--- src/rtl/montgomery_stream_pkg.sv ---
// Shared definitions for the Montgomery squarer output stream.
//   REGISTER_SIZE    : width of every data block and exponent word
//   BLOCKS_PER_VALUE : register blocks per square value
//   NUM_SQUARES      : exponent bits (squares) per exponentiation
//   EXP_WORDS        : exponent words per exponentiation
//   selector_state_t : control states of the square selector
package montgomery_stream_pkg;

  localparam int unsigned REGISTER_SIZE    = 32;
  localparam int unsigned BLOCKS_PER_VALUE = 128;
  localparam int unsigned NUM_SQUARES      = 2048;
  localparam int unsigned EXP_WORDS        = NUM_SQUARES / REGISTER_SIZE;

  typedef enum logic [1:0] {
    WAIT_EXP,
    STREAM,
    DONE
  } selector_state_t;

endpackage

--- src/rtl/exponent_prefetch_buffer.sv ---
// Two-word exponent store: cur_word is consumed LSB first by shifting,
// next_word is a prefetch slot refilled by the upstream handshake.
//   clk_in, rst_in : clock, synchronous active-low reset
//   word           : incoming exponent word
//   word_valid     : incoming word valid
//   word_ready     : prefetch slot free (transfer on valid & ready)
//   shift          : consume cur_word bit 0
//   reload         : word boundary, move next_word into cur_word
//   cur_lsb        : bit 0 of cur_word
//   cur_full       : cur_word holds a valid word
//   next_full      : next_word holds a valid word
module exponent_prefetch_buffer #(
  parameter int unsigned WIDTH = 32
) (
  input  logic             clk_in,
  input  logic             rst_in,
  input  logic [WIDTH-1:0] word,
  input  logic             word_valid,
  output logic             word_ready,
  input  logic             shift,
  input  logic             reload,
  output logic             cur_lsb,
  output logic             cur_full,
  output logic             next_full
);

  logic [WIDTH-1:0] cur_word;
  logic [WIDTH-1:0] next_word;
  logic             xfer;
  logic             to_cur;

  assign word_ready = ~next_full;
  assign xfer       = word_valid & ~next_full;
  assign cur_lsb    = cur_word[0];
  // A transfer can only coincide with reload when next_word is empty; that
  // word is then the one cur_word needs, so it bypasses straight into cur.
  assign to_cur     = ~cur_full | reload;

  always_ff @(posedge clk_in) begin
    if (!rst_in) begin
      cur_word  <= '0;
      next_word <= '0;
      cur_full  <= 1'b0;
      next_full <= 1'b0;
    end else begin
      if (reload) begin
        cur_word  <= next_word;
        cur_full  <= next_full;
        next_full <= 1'b0;
      end else if (shift) begin
        cur_word <= cur_word >> 1;
      end
      if (xfer) begin
        if (to_cur) begin
          cur_word <= word;
          cur_full <= 1'b1;
        end else begin
          next_word <= word;
          next_full <= 1'b1;
        end
      end
    end
  end

endmodule

--- src/rtl/montgomery_square_selector_stream.sv ---
// Output-side consumer of the Montgomery squarer stream. Forwards square
// x^(2^i) mod N to the multiplier-accumulator only when exponent bit i is 1.
//   clk_in, rst_in        : clock, synchronous active-low reset
//   square_block_in/valid : square blocks, LSB block first, no backpressure
//   exponent_block_in/valid/ready_out : exponent words, LSB word first
//   selected_block_out/valid/last     : forwarded blocks, last tags value end
//   done_out              : pulse with the last block of the final square
//   any_selected_out      : valid with done_out, 0 means exponent was zero
//   exponent_underrun_out : sticky, exponent bits were missing
module montgomery_square_selector_stream #(
  parameter int unsigned REGISTER_SIZE    = montgomery_stream_pkg::REGISTER_SIZE,
  parameter int unsigned BLOCKS_PER_VALUE = montgomery_stream_pkg::BLOCKS_PER_VALUE,
  parameter int unsigned NUM_SQUARES      = montgomery_stream_pkg::NUM_SQUARES
) (
  input  logic                     clk_in,
  input  logic                     rst_in,
  input  logic [REGISTER_SIZE-1:0] square_block_in,
  input  logic                     square_valid_in,
  input  logic [REGISTER_SIZE-1:0] exponent_block_in,
  input  logic                     exponent_valid_in,
  output logic                     exponent_ready_out,
  output logic [REGISTER_SIZE-1:0] selected_block_out,
  output logic                     selected_valid_out,
  output logic                     selected_last_out,
  output logic                     done_out,
  output logic                     any_selected_out,
  output logic                     exponent_underrun_out
);

  import montgomery_stream_pkg::*;

  localparam int unsigned BLK_W = (BLOCKS_PER_VALUE > 1) ? $clog2(BLOCKS_PER_VALUE) : 1;
  localparam int unsigned BIT_W = (REGISTER_SIZE > 1) ? $clog2(REGISTER_SIZE) : 1;
  localparam int unsigned SQ_W  = (NUM_SQUARES > 1) ? $clog2(NUM_SQUARES) : 1;

  localparam logic [BLK_W-1:0] BLK_LAST = BLK_W'(BLOCKS_PER_VALUE - 1);
  localparam logic [BIT_W-1:0] BIT_LAST = BIT_W'(REGISTER_SIZE - 1);
  localparam logic [SQ_W-1:0]  SQ_LAST  = SQ_W'(NUM_SQUARES - 1);

  selector_state_t state;
  selector_state_t state_next;

  logic [BLK_W-1:0] block_ctr;
  logic [BIT_W-1:0] bit_ctr;
  logic [SQ_W-1:0]  square_ctr;
  logic             any_acc;

  logic cur_lsb;
  logic cur_full;
  logic next_full;

  logic accept;
  logic sel_bit;
  logic value_end;
  logic word_end;
  logic last_square;
  logic shift_exp;
  logic reload_exp;
  logic underrun_set;

  exponent_prefetch_buffer #(
    .WIDTH(REGISTER_SIZE)
  ) u_exp_buf (
    .clk_in    (clk_in),
    .rst_in    (rst_in),
    .word      (exponent_block_in),
    .word_valid(exponent_valid_in),
    .word_ready(exponent_ready_out),
    .shift     (shift_exp),
    .reload    (reload_exp),
    .cur_lsb   (cur_lsb),
    .cur_full  (cur_full),
    .next_full (next_full)
  );

  always_comb begin
    state_next   = state;
    accept       = 1'b0;
    shift_exp    = 1'b0;
    reload_exp   = 1'b0;
    underrun_set = 1'b0;
    // An empty cur_word (after an underrun) reads as zero bits.
    sel_bit      = cur_lsb & cur_full;
    value_end    = (block_ctr == BLK_LAST);
    word_end     = (bit_ctr == BIT_LAST);
    last_square  = (square_ctr == SQ_LAST);
    case (state)
      WAIT_EXP: begin
        if (square_valid_in) underrun_set = 1'b1;
        if (cur_full) state_next = STREAM;
      end
      STREAM: begin
        if (square_valid_in) begin
          accept = 1'b1;
          if (value_end) begin
            shift_exp = 1'b1;
            if (word_end) begin
              reload_exp = 1'b1;
              // Running dry after the final word is the normal end.
              if (!next_full && !last_square) underrun_set = 1'b1;
            end
            if (last_square) state_next = DONE;
          end
        end
      end
      DONE:    state_next = WAIT_EXP;
      default: state_next = WAIT_EXP;
    endcase
  end

  always_ff @(posedge clk_in) begin
    if (!rst_in) begin
      state                 <= WAIT_EXP;
      block_ctr             <= '0;
      bit_ctr               <= '0;
      square_ctr            <= '0;
      any_acc               <= 1'b0;
      selected_block_out    <= '0;
      selected_valid_out    <= 1'b0;
      selected_last_out     <= 1'b0;
      done_out              <= 1'b0;
      any_selected_out      <= 1'b0;
      exponent_underrun_out <= 1'b0;
    end else begin
      state              <= state_next;
      selected_valid_out <= 1'b0;
      selected_last_out  <= 1'b0;
      done_out           <= 1'b0;
      if (underrun_set) exponent_underrun_out <= 1'b1;
      if (accept) begin
        selected_block_out <= square_block_in;
        selected_valid_out <= sel_bit;
        selected_last_out  <= sel_bit & value_end;
        if (value_end) begin
          block_ctr <= '0;
          bit_ctr   <= word_end ? '0 : bit_ctr + 1'b1;
          if (last_square) begin
            square_ctr       <= '0;
            done_out         <= 1'b1;
            any_selected_out <= any_acc | sel_bit;
            any_acc          <= 1'b0;
          end else begin
            square_ctr <= square_ctr + 1'b1;
            any_acc    <= any_acc | sel_bit;
          end
        end else begin
          block_ctr <= block_ctr + 1'b1;
        end
      end
    end
  end

endmodule
--- config.mk ---
export PLATFORM = sky130hd
export DESIGN_NAME = montgomery_square_selector_stream
export DESIGN_NICKNAME = d
export VERILOG_FILES = /design/src/rtl/montgomery_stream_pkg.sv /design/src/rtl/exponent_prefetch_buffer.sv /design/src/rtl/montgomery_square_selector_stream.sv
export SDC_FILE = /design/constraint.sdc
export NUM_CORES = 1
export LEC_CHECK = 0
export ABC_AREA = 1
export BUFFER_PORTS_ARGS = -buffer_cell sky130_fd_sc_hd__buf_4
export CORE_MARGIN = 10
export CORE_UTILIZATION = 40
export DETAILED_ROUTE_END_ITERATION = 12
export PLACE_DENSITY = 0.66
export RECOVER_POWER = 25
export SLEW_MARGIN = 0
export SYNTH_ARGS = -nofsm -noshare
export SYNTH_HDL_FRONTEND = slang
export SYNTH_SLANG_ARGS = --single-unit
--- constraint.sdc ---
create_clock -name clk_in -period 4.75 [get_ports clk_in]
set_input_delay 0.475 -clock clk_in [delete_from_list [all_inputs] [get_ports clk_in]]
set_output_delay 0.475 -clock clk_in [all_outputs]
set_load 0.01 [all_outputs]
; ---- Yosys cells after proc, flatten, opt, wreduce, memory -nomap -nowiden
; Cells that the tools add are included.
[totals]
register_bits = 129
latchBits = 0
ramBits = 0
rom_bits = 0
input_bits = 68
out_inout_bits = 38
word_cells = 78
mem_count = 0
[op_classes]
n_addsub = 3
n_mul = 0
div_mod_pow = 0
n_lt_le_gt_ge = 0
n_eq_ne = 8
shifts = 0
mux = 34
bitwise = 8
reduce_logical = 10
[op_table]
columns = op, n
row1 = 2-to-1 mux 32 bit, 4
row2 = 2-to-1 mux 1 bit, 21
row3 = "adder 11 x 1 -> 11 bit, second input constant", 1
row4 = "equality test 11 bit, second input constant", 1
row5 = 2-to-1 mux 11 bit, 1
row6 = 2-to-1 mux 2 bit, 4
row7 = "adder 7 x 1 -> 7 bit, second input constant", 1
row8 = "equality test 7 bit, second input constant", 1
row9 = 2-to-1 mux 7 bit, 1
row10 = "inequality test 2 bit, second input constant", 3
row11 = AND reduction 2 bit, 3
row12 = AND reduction 3 bit, 2
row13 = "adder 5 x 1 -> 5 bit, second input constant", 1
row14 = "equality test 5 bit, second input constant", 1
row15 = 2-to-1 mux 5 bit, 1
row16 = case mux 2 bit (2 select lines), 1
row17 = AND reduction 4 bit, 1
row18 = AND 1 bit, 3
row19 = inverter 1 bit, 3
row20 = "equality test 2 x 1 -> 1 bit, second input constant", 1
row21 = zero test 1 bit, 2
row22 = zero test 2 bit, 1
row23 = "inequality test 2 x 1 -> 1 bit, second input constant", 1
row24 = bitwise OR 1 bit, 2
row25 = other kinds (2), 2

; ---- Logic depth before layout (Yosys ltp)
; Gate-level depths: netlist of run 1.
[depth]
depth_word = 8
mapped_depth = 14
mapped_depth_nobuf = 12

; ---- By module
; Synthesis of run 1 repeated with hierarchy kept, for this count alone.
[unflattened]
cells_unflattened = 883
area_unflattened_um2 = 5813.1
[modules_own_cells]
columns = module, instances, cells_per_inst, area_each_um2, seq_area_each_um2
row1 = exponent_prefetch_buffer, 1, 561, 3309.4, 1321.3
row2 = montgomery_square_selector_stream, 1, 322, 2503.7, 1261.2

; ---- Worst setup path before layout of run 1
; OpenSTA, ideal clock, no wires.
[synth_path]
kind = register -> register
start = register bit_ctr[0]
end = register u_exp_buf.cur_word[10]
setup_ns = 0.117
t_arrival_ns = 1.702
t_required_ns = 4.633
slack_ns = 2.931
stages_incl_launch_ff = 12
n_path_buf = 2
period_less_slack_ns = 1.819
cell_sequence = dfxtp_1 > ha_1 > inv_1 > nor3_1 > ha_1 > buf_2 > nand3_4 > nand2_1 > nand2_2 > clkbuf_1 > o21ai_0 > nor2_1
[synth_between]
elab_chain_len = 8
word_cells_on_any_way = 9
classes_between = eq/ne: 1 / mux: 7 / bitwise: 1
[synth_rtl]
columns = item, line
row1 = from (decl), montgomery_square_selector_stream.sv:44  ; logic [BIT_W-1:0] bit_ctr;
row2 = from (signal assigned), montgomery_square_selector_stream.sv:136  ; bit_ctr <= word_end ? '0 : bit_ctr + 1'b1;
row3 = equality test 5 bit *, montgomery_square_selector_stream.sv:85  ; word_end = (bit_ctr == BIT_LAST);
row4 = 2-to-1 mux 1 bit *, montgomery_square_selector_stream.sv:97  ; if (word_end) begin
row5 = 2-to-1 mux 1 bit *, montgomery_square_selector_stream.sv:95  ; if (value_end) begin
row6 = 2-to-1 mux 1 bit *, montgomery_square_selector_stream.sv:93  ; if (square_valid_in) begin
row7 = 2-to-1 mux 1 bit *, montgomery_square_selector_stream.sv:87  ; case (state)
row8 = 2-to-1 mux 32 bit or bitwise OR 1 bit (tied branches), "exponent_prefetch_buffer.sv:46, exponent_prefetch_buffer.sv:37"
row9 = 2-to-1 mux 32 bit, exponent_prefetch_buffer.sv:54  ; if (to_cur) begin
row10 = 2-to-1 mux 32 bit *, exponent_prefetch_buffer.sv:53  ; if (xfer) begin
row11 = to (signal assigned), exponent_prefetch_buffer.sv:47  ; cur_word <= next_word;
row12 = to (signal assigned), exponent_prefetch_buffer.sv:51  ; cur_word <= cur_word >> 1;
row13 = to (signal assigned), exponent_prefetch_buffer.sv:55  ; cur_word <= word;
row14 = to (decl), exponent_prefetch_buffer.sv:27  ; logic [WIDTH-1:0] cur_word;
; Every way passes the cells marked *; elsewhere a longest branch is shown, timed or not.
; A chain may end at the register's enable or synchronous reset.

; ---- Worst setup path after layout of run 1
[layout_path]
start = register state[1]
end = register selected_block_out[5]
[layout_between]
elab_chain_len = 2
[layout_rtl]
columns = item, line
row1 = from (decl), montgomery_square_selector_stream.sv:40  ; selector_state_t state;
row2 = from (signal assigned), montgomery_square_selector_stream.sv:125  ; state <= state_next;
row3 = equality test 2 x 1 -> 1 bit, montgomery_square_selector_stream.sv:87
row4 = 2-to-1 mux 1 bit, montgomery_square_selector_stream.sv:87
row5 = to (signal assigned), montgomery_square_selector_stream.sv:131  ; selected_block_out <= square_block_in;
row6 = to (decl), montgomery_square_selector_stream.sv:22  ; output logic [REGISTER_SIZE-1:0] selected_block_out,
; Every way passes these cells.

==> results of run 1 <==
## state kept, by name, indices dropped and copies added (netlist names), 2 cells and up
register,flops
u_exp_buf.next_word,32
block_ctr,7
state,2
selected_block_out,32
bit_ctr,5
u_exp_buf.cur_word,32
square_ctr,11
## worst max-delay path: stages, from the launching register on
cell      delay, ns
dfxtp_1        0.33
inv_1          0.06
nand3_1        0.08
clkbuf_1       1.21
clkinv_1       0.89
buf_4          0.46
nand2_1        0.10
a21oi_1        0.07
## power by group
part	total, uW	leakage, uW	switching, uW	internal [uW]
combinational	244	0.00156	144	99.9
clock	1340	0.000306	468	876
sequential	1170	0.00105	28.7	1140
total	2760	0.00292	641	2120
## Yosys cell counts (all sizes together), types with 6 or more instances
cell type and n:
nand2 201, inv 41, nor3 7, buf 16
a21oi 47, dfxtp 129, nand3 35, clkbuf 31
nand4 22, o21ai 71, nand3b 6, nor2 176
## layout by cell type, fill, tap and decap left out, types with 2 or more instances in the layout
master / count
nand2_1: 199
clkbuf_8: 4
dfxtp_1: 129
nor3_1: 7
nor3b_1: 2
inv_1: 38
a21oi_1: 47
xor2_1: 2
nand4_1: 22
clkinv_2: 5
o21ai_0: 71
clkbuf_1: 40
ha_1: 4
inv_2: 3
or2_2: 3
bufinv_16: 3
nand3b_1: 6
a31oi_1: 2
nor2_1: 175
nand3_1: 33
buf_4: 74
clkbuf_16: 17
nand2_2: 2
o22ai_1: 2
## metal layers
metal | track usage (%) | vias up | share of wire (%)
li1 | - | 2754 | -
met1 | 20.2 | 2343 | 49
met2 | 23.4 | 136 | 43
met3 | 4.77 | 21 | 6.2
met4 | 6.26 | 0 | 1.8
met5 | 0 | - | 0
## logic make-up after synthesis
logic type      after synthesis  synth area share, %
fa+ha+maj                     4                0.903
flops                       129                 46.6
buf+inv                      89                 6.72
compound gates              124                 11.4
xor+xnor                      3                0.474
simple gates                453                 33.9
## final cells by class
| cell class | count | area [um2] |
|---|---|---|
| multi-input combinational | 584 | 2580 |
| clock inverter | 10 | 131 |
| inverter | 42 | 158 |
| tap | 176 | 220 |
| fill | 1392 | 6540 |
| sequential | 129 | 2580 |
| clock buffer | 22 | 484 |
| timing repair buffer | 113 | 702 |
## worst paths after layout
check	startpoint	endpoint	slack, ns	cells after the start
worst max-delay path	state[1]	selected_block_out[5]	1.42	7
worst min-delay path	exponent_block_in[10]	u_exp_buf.next_word[10]	0.28	3
worst max register to register	state[1]	selected_block_out[5]	1.42	7
worst min register to register	square_ctr[9]	square_ctr[9]	0.45	2
## through the flow
step	util [%]	total power [uW]	instance area (um2)	hold WS [ns]
finish	51.2	2760	6860	0.280
global route	51.2	2870	6860	0.283
CTS	52.3	2790	7010	0.272
detailed placement	47.7	1450	6400	0.443
global placement	47.7	1440	6400	0.442
floorplan	-	1340	5550	0.426
==> key figures, run 1 <==
Clocking
  – Inserted Clock Buffers: 17
  – # H-tree levels: 4
  – Post-CTS Setup Bufs: 0
  – Num Clock Sinks: 129
  – Clock Path Buffers: 2
  – Clk slew on worst S/H paths: 0.06 ns
  – Clock Tree Root: clkbuf_16
  – Hold buffers post-CTS: 0
  – Later-pin clock latency in the skew report: 0.42 ns
  – CTS tree: done
  – Post-CTS sizing: 0

Worst setup path
  – CP startpoint kind: flip-flop
  – Worst Path Required: 5.03 ns
  – Setup crit end kind: flip-flop
  – CP Data Arrival Time: 3.62 ns
  – Peak fanout along the critical path: 37
  – CP Class: reg -> reg

Global routing
  – Overall Global Routing Usage: 15.5%
  – GR Overflow Total: 0
  – Largest net degree at the start of global routing: 78
  – First-pass GRT wire length: 23.8 mm
  – Number of global-route vias before repair: 4891
  – Initial antenna violation count: 0

STA
  – Final slew viol count: 38
  – Tmin final: 3.33 ns
  – Final Cycle Share: 70.2%
  – F_max: 300 MHz
  – Slew at the pin with the worst max-slew slack: 1.68 ns
  – Final hold violations: 0
  – Final WS setup: 1.42 ns
  – Clk_skew: 0.00566 ns
  – Setup TNS: 0 ns
  – Final setup viols: 0
  – Max-slew headroom: -11.8%
  – RSZ-0062 raised after global routing: no

Die
  – Row cnt: 42
  – Die X: 138 um
  – Starting density of the core: 41.4%
  – Number of top-level pins: 106
  – Die ar.: 0.0190 mm2
  – Die Ht: 138 um
  – Core Area: 0.0134 mm2

Synth
  – Syn Inst Count: 802
  – Top cells by area, synth: dfxtp_1, nand2_1, nor2_1, o21ai_0, a21oi_1
  – Share of the synthesized area in the top cell type: 46.6%
  – Sequential area share after synthesis: 46.6%
  – Synth area leader: dfxtp_1
  – Post-synth EDFFs: 0
  – Ys async rst share: 0%
  – Netlist cell types: 31
  – Avg Inst Size Synth: 6.91 um2
  – Syn Nets: 874
  – Synthesized area: 0.00555 mm2
  – YS warnings: 0
  – Seq cells post-synth: 129
  – Post-synth top flop: dfxtp_1

Route
  – Remaining antenna violation count after routing: 0
  – Initial DRC Count: 422
  – DRC: 0
  – Initial DRT Pass Iterations: 4
  – DRT Wirelength: 14.9 mm
  – Mean routed wirelength per cell: 13.9 um
  – Drt via density: 4.88
  – Total number of vias: 5254

Placed design
  – Pre-CTS WS: 1.83 ns
  – Placed cells: 1044
  – DP Wirelength: 9.50 mm
  – GPL Wtd Cong: 0.809
  – Input/output buffers: 105

Layout
  – Non-filler cells, final: 1076
  – Synth-to-Final Area Change: 23.7%
  – Diodes inserted: 0
  – Layout cells sized above 1: 12.9%
  – Final #Nets: 959

Job
  – Max-cap violations: 1

Power
  – Worst vdd ir: 255 uV
  – Pwr per Cell Area: 402 mW/mm2
  – P_leak: 0.00292 uW

Status
  – Failing checks: max-capacitance violations, max-slew violations
  – Status: finished with violations

Hold path
  – Hold Path Class: in -> reg
Power figures use the tool's default switching activity.
==> run 2, diff against run 1 <==
- PLACE_DENSITY: 0.66 -> 0.68
- clock period: 4.75 -> 2.96 ns (I/O delays scaled with it)
==> run 2 against run 1 <==
- count of clock-buffer cells in the layout up 1
- sequential power is 61% higher
- via count increased by 0.21%
- largest cell class unchanged
- clock power grew 66%
- global-route usage up 0.084 points
- critical path type unchanged
- critical path depth rose by 1
- final cell count rose by 0.46%
- the flow now finishes without violations
==> key figures, run 2 (synthesized netlist as in run 1, its figures left out) <==
Status
  – Status: completed

Global routing
  – Initial antenna violation count: 0 (unchanged)
  – Largest net degree at the start of global routing: 58 (-26%)
  – Number of global-route vias before repair: 4902 (+0.22%)
  – First-pass GRT wire length: 24.0 mm (+1.1%)
  – Overall Global Routing Usage: 15.6% (+0.084 points)
  – GR Overflow Total: 0 (unchanged)

Route
  – DRT Wirelength: 14.7 mm (-1.1%)
  – Drt via density: 4.87 (-0.25%)
  – Mean routed wirelength per cell: 13.6 um (-1.6%)
  – Remaining antenna violation count after routing: 0 (unchanged)
  – Initial DRC Count: 356 (-16%)
  – Total number of vias: 5265 (+0.21%)
  – DRC: 0 (unchanged)
  – Initial DRT Pass Iterations: 5 (+1)

Layout
  – FILL cells: 1361 (-2.2%)
  – Commonest non-fill, non-tap cell in the layout: nand2_1
  – Most frequent cells in the layout: nand2_1, nor2_1, dfxtp_1
  – Multi-input combinational cell area: 0.00258 mm2 (unchanged)
  – Layout cells sized above 1: 13.1% (+0.26 points)
  – Diodes inserted: 0 (unchanged)
  – Synth-to-Final Area Change: 24.7%
  – Final #Nets: 964 (+0.52%)
  – Regs by FF count: selected_block_out: 32 flops, u_exp_buf.cur_word: 32 flops, u_exp_buf.next_word: 32 flops
  – Register area: 0.00258 mm2 (unchanged)

STA
  – Final Cycle Share: 83.6% (+13 points)
  – Tmin final: 2.47 ns (-0.860 ns)
  – Max-slew headroom: 47.8% (+60 points)
  – F_max: 404 MHz (+35%)
  – Final setup viols: 0 (unchanged)
  – Setup TNS: 0 ns (unchanged)
  – Clk_skew: 0.00838 ns (+0.00272 ns)
  – Minimum hold slack: 0.110 ns (-0.170 ns)
  – Final hold violations: 0 (unchanged)
  – RSZ-0062 raised after global routing: no
  – Final slew viol count: 0 (-100%)
  – Slew at the pin with the worst max-slew slack: 0.783 ns (-0.895 ns)

Clocking
  – Clock Tree Root: clkbuf_16
  – Post-CTS sizing: 0 (unchanged)
  – Post-CTS Setup Bufs: 0 (unchanged)
  – Clk slew on worst S/H paths: 0.06 ns (about the same)
  – Clock Path Buffers: 2 (unchanged)
  – Later-pin clock latency in the skew report: 0.42 ns (about the same)
  – Inserted Clock Buffers: 17 (unchanged)
  – # H-tree levels: 4 (unchanged)
  – Hold buffers post-CTS: 0 (unchanged)
  – CTS tree: done
  – Num Clock Sinks: 129 (unchanged)

Die
  – Die X: 138 um (unchanged)
  – Die Ht: 138 um (unchanged)
  – Number of top-level pins: 106 (unchanged)
  – Core Area: 0.0134 mm2 (unchanged)
  – Die ar.: 0.0190 mm2 (unchanged)
  – Row cnt: 42 (unchanged)
  – Starting density of the core: 41.4% (unchanged)

Placed design
  – DP Wirelength: 9.77 mm (+2.8%)
  – GPL Wtd Cong: 0.818 (+1.2%)
  – Input/output buffers: 105 (unchanged)

Worst setup path
  – CP startpoint kind: flip-flop
  – Peak fanout along the critical path: 17 (-54%)
  – CP Class: reg -> reg
  – Worst Path Required: 3.26 ns (-1.77 ns)
  – Crit. Startpoint: state[1]
  – R2r startpoint: state[1]
  – Setup crit end kind: flip-flop
  – CP Data Arrival Time: 2.77 ns (-0.85 ns)

Power
  – P_leak: 0.00294 uW (+0.72%)
  – Pwr per Cell Area: 650 mW/mm2 (+62%)
  – Worst vdd ir: 427 uV (+68%)

Hold path
  – Worst Hold Launch: exponent_block_in[14]
  – Hold Path Class: in -> reg

Job
  – Max-cap violations: 0 (-1)
[run 2: cell count changes in the layout (fill, tap and decap cells not counted), sizes merged]
cell / before / now
buf: 74 / 79
clkinv: 7 / 4
bufinv: 3 / 4
clkinvlp: 1 / 2
clkbuf: 61 / 62
[run 2: path summary, 6_finish.rpt]
| check | cells after the start | slack (ns) | end |
|---|---|---|---|
| worst max register to register | 8 | 0.49 | any_selected_out |
| worst max-delay path | 8 | 0.49 | any_selected_out |
| worst min-delay path | 3 | 0.11 | u_exp_buf.next_word[14] |
| worst min register to register | 2 | 0.45 | square_ctr[9] |
[run 2: routing by layer]
metal | track usage [%] | wire [um] | vias to the layer above
li1 | - | - | 2757
met5 | 0 | 0 | -
met1 | 19.9 | 6990 | 2343
met3 | 4.44 | 1040 | 17
met4 | 5.97 | 233 | 0
met2 | 24.3 | 6480 | 148
[run 2: report_power, final]
group | internal (uW) | switching, uW | total [uW]
combinational | 164 | 230 | 394
clock | 1470 | 745 | 2220
sequential | 1830 | 47.9 | 1880
total | 3470 | 1020 | 4490
[run 2: cell type report]
| type | count | share of cell area [%] |
|---|---|---|
| Timing Repair Buffer | 118 | 10.7 |
| Clock buffer | 23 | 6.91 |
| Clock inverter | 9 | 2.23 |
| Multi-Input combinational cell | 584 | 37.4 |
| Tap cell | 176 | 3.18 |
| Inverter | 42 | 2.28 |
| Sequential cell | 129 | 37.4 |
[run 2: critical path, stage by stage (launching register included)]
cell      delay, ns
dfxtp_1        0.33
inv_1          0.05
nand3_1        0.11
clkbuf_1       0.61
clkinv_1       0.65
nand3_1        0.30
nor2_1         0.09
o21ai_0        0.16
a21oi_1        0.05
[run 2: per-stage QoR]
step | setup WS, ns | cell area, um2 | instances | power, uW | util [%]
floorplan | 1.14 | 5550 | 802 | 2160 | -
global placement | 0.622 | 6440 | 1049 | 2320 | 48.0
detailed placement | 0.512 | 6440 | 1049 | 2330 | 48.0
CTS | 0.492 | 7070 | 1081 | 4550 | 52.7
global route | 0.208 | 6910 | 1081 | 4680 | 51.6
finish | 0.486 | 6910 | 1081 | 4490 | 51.6
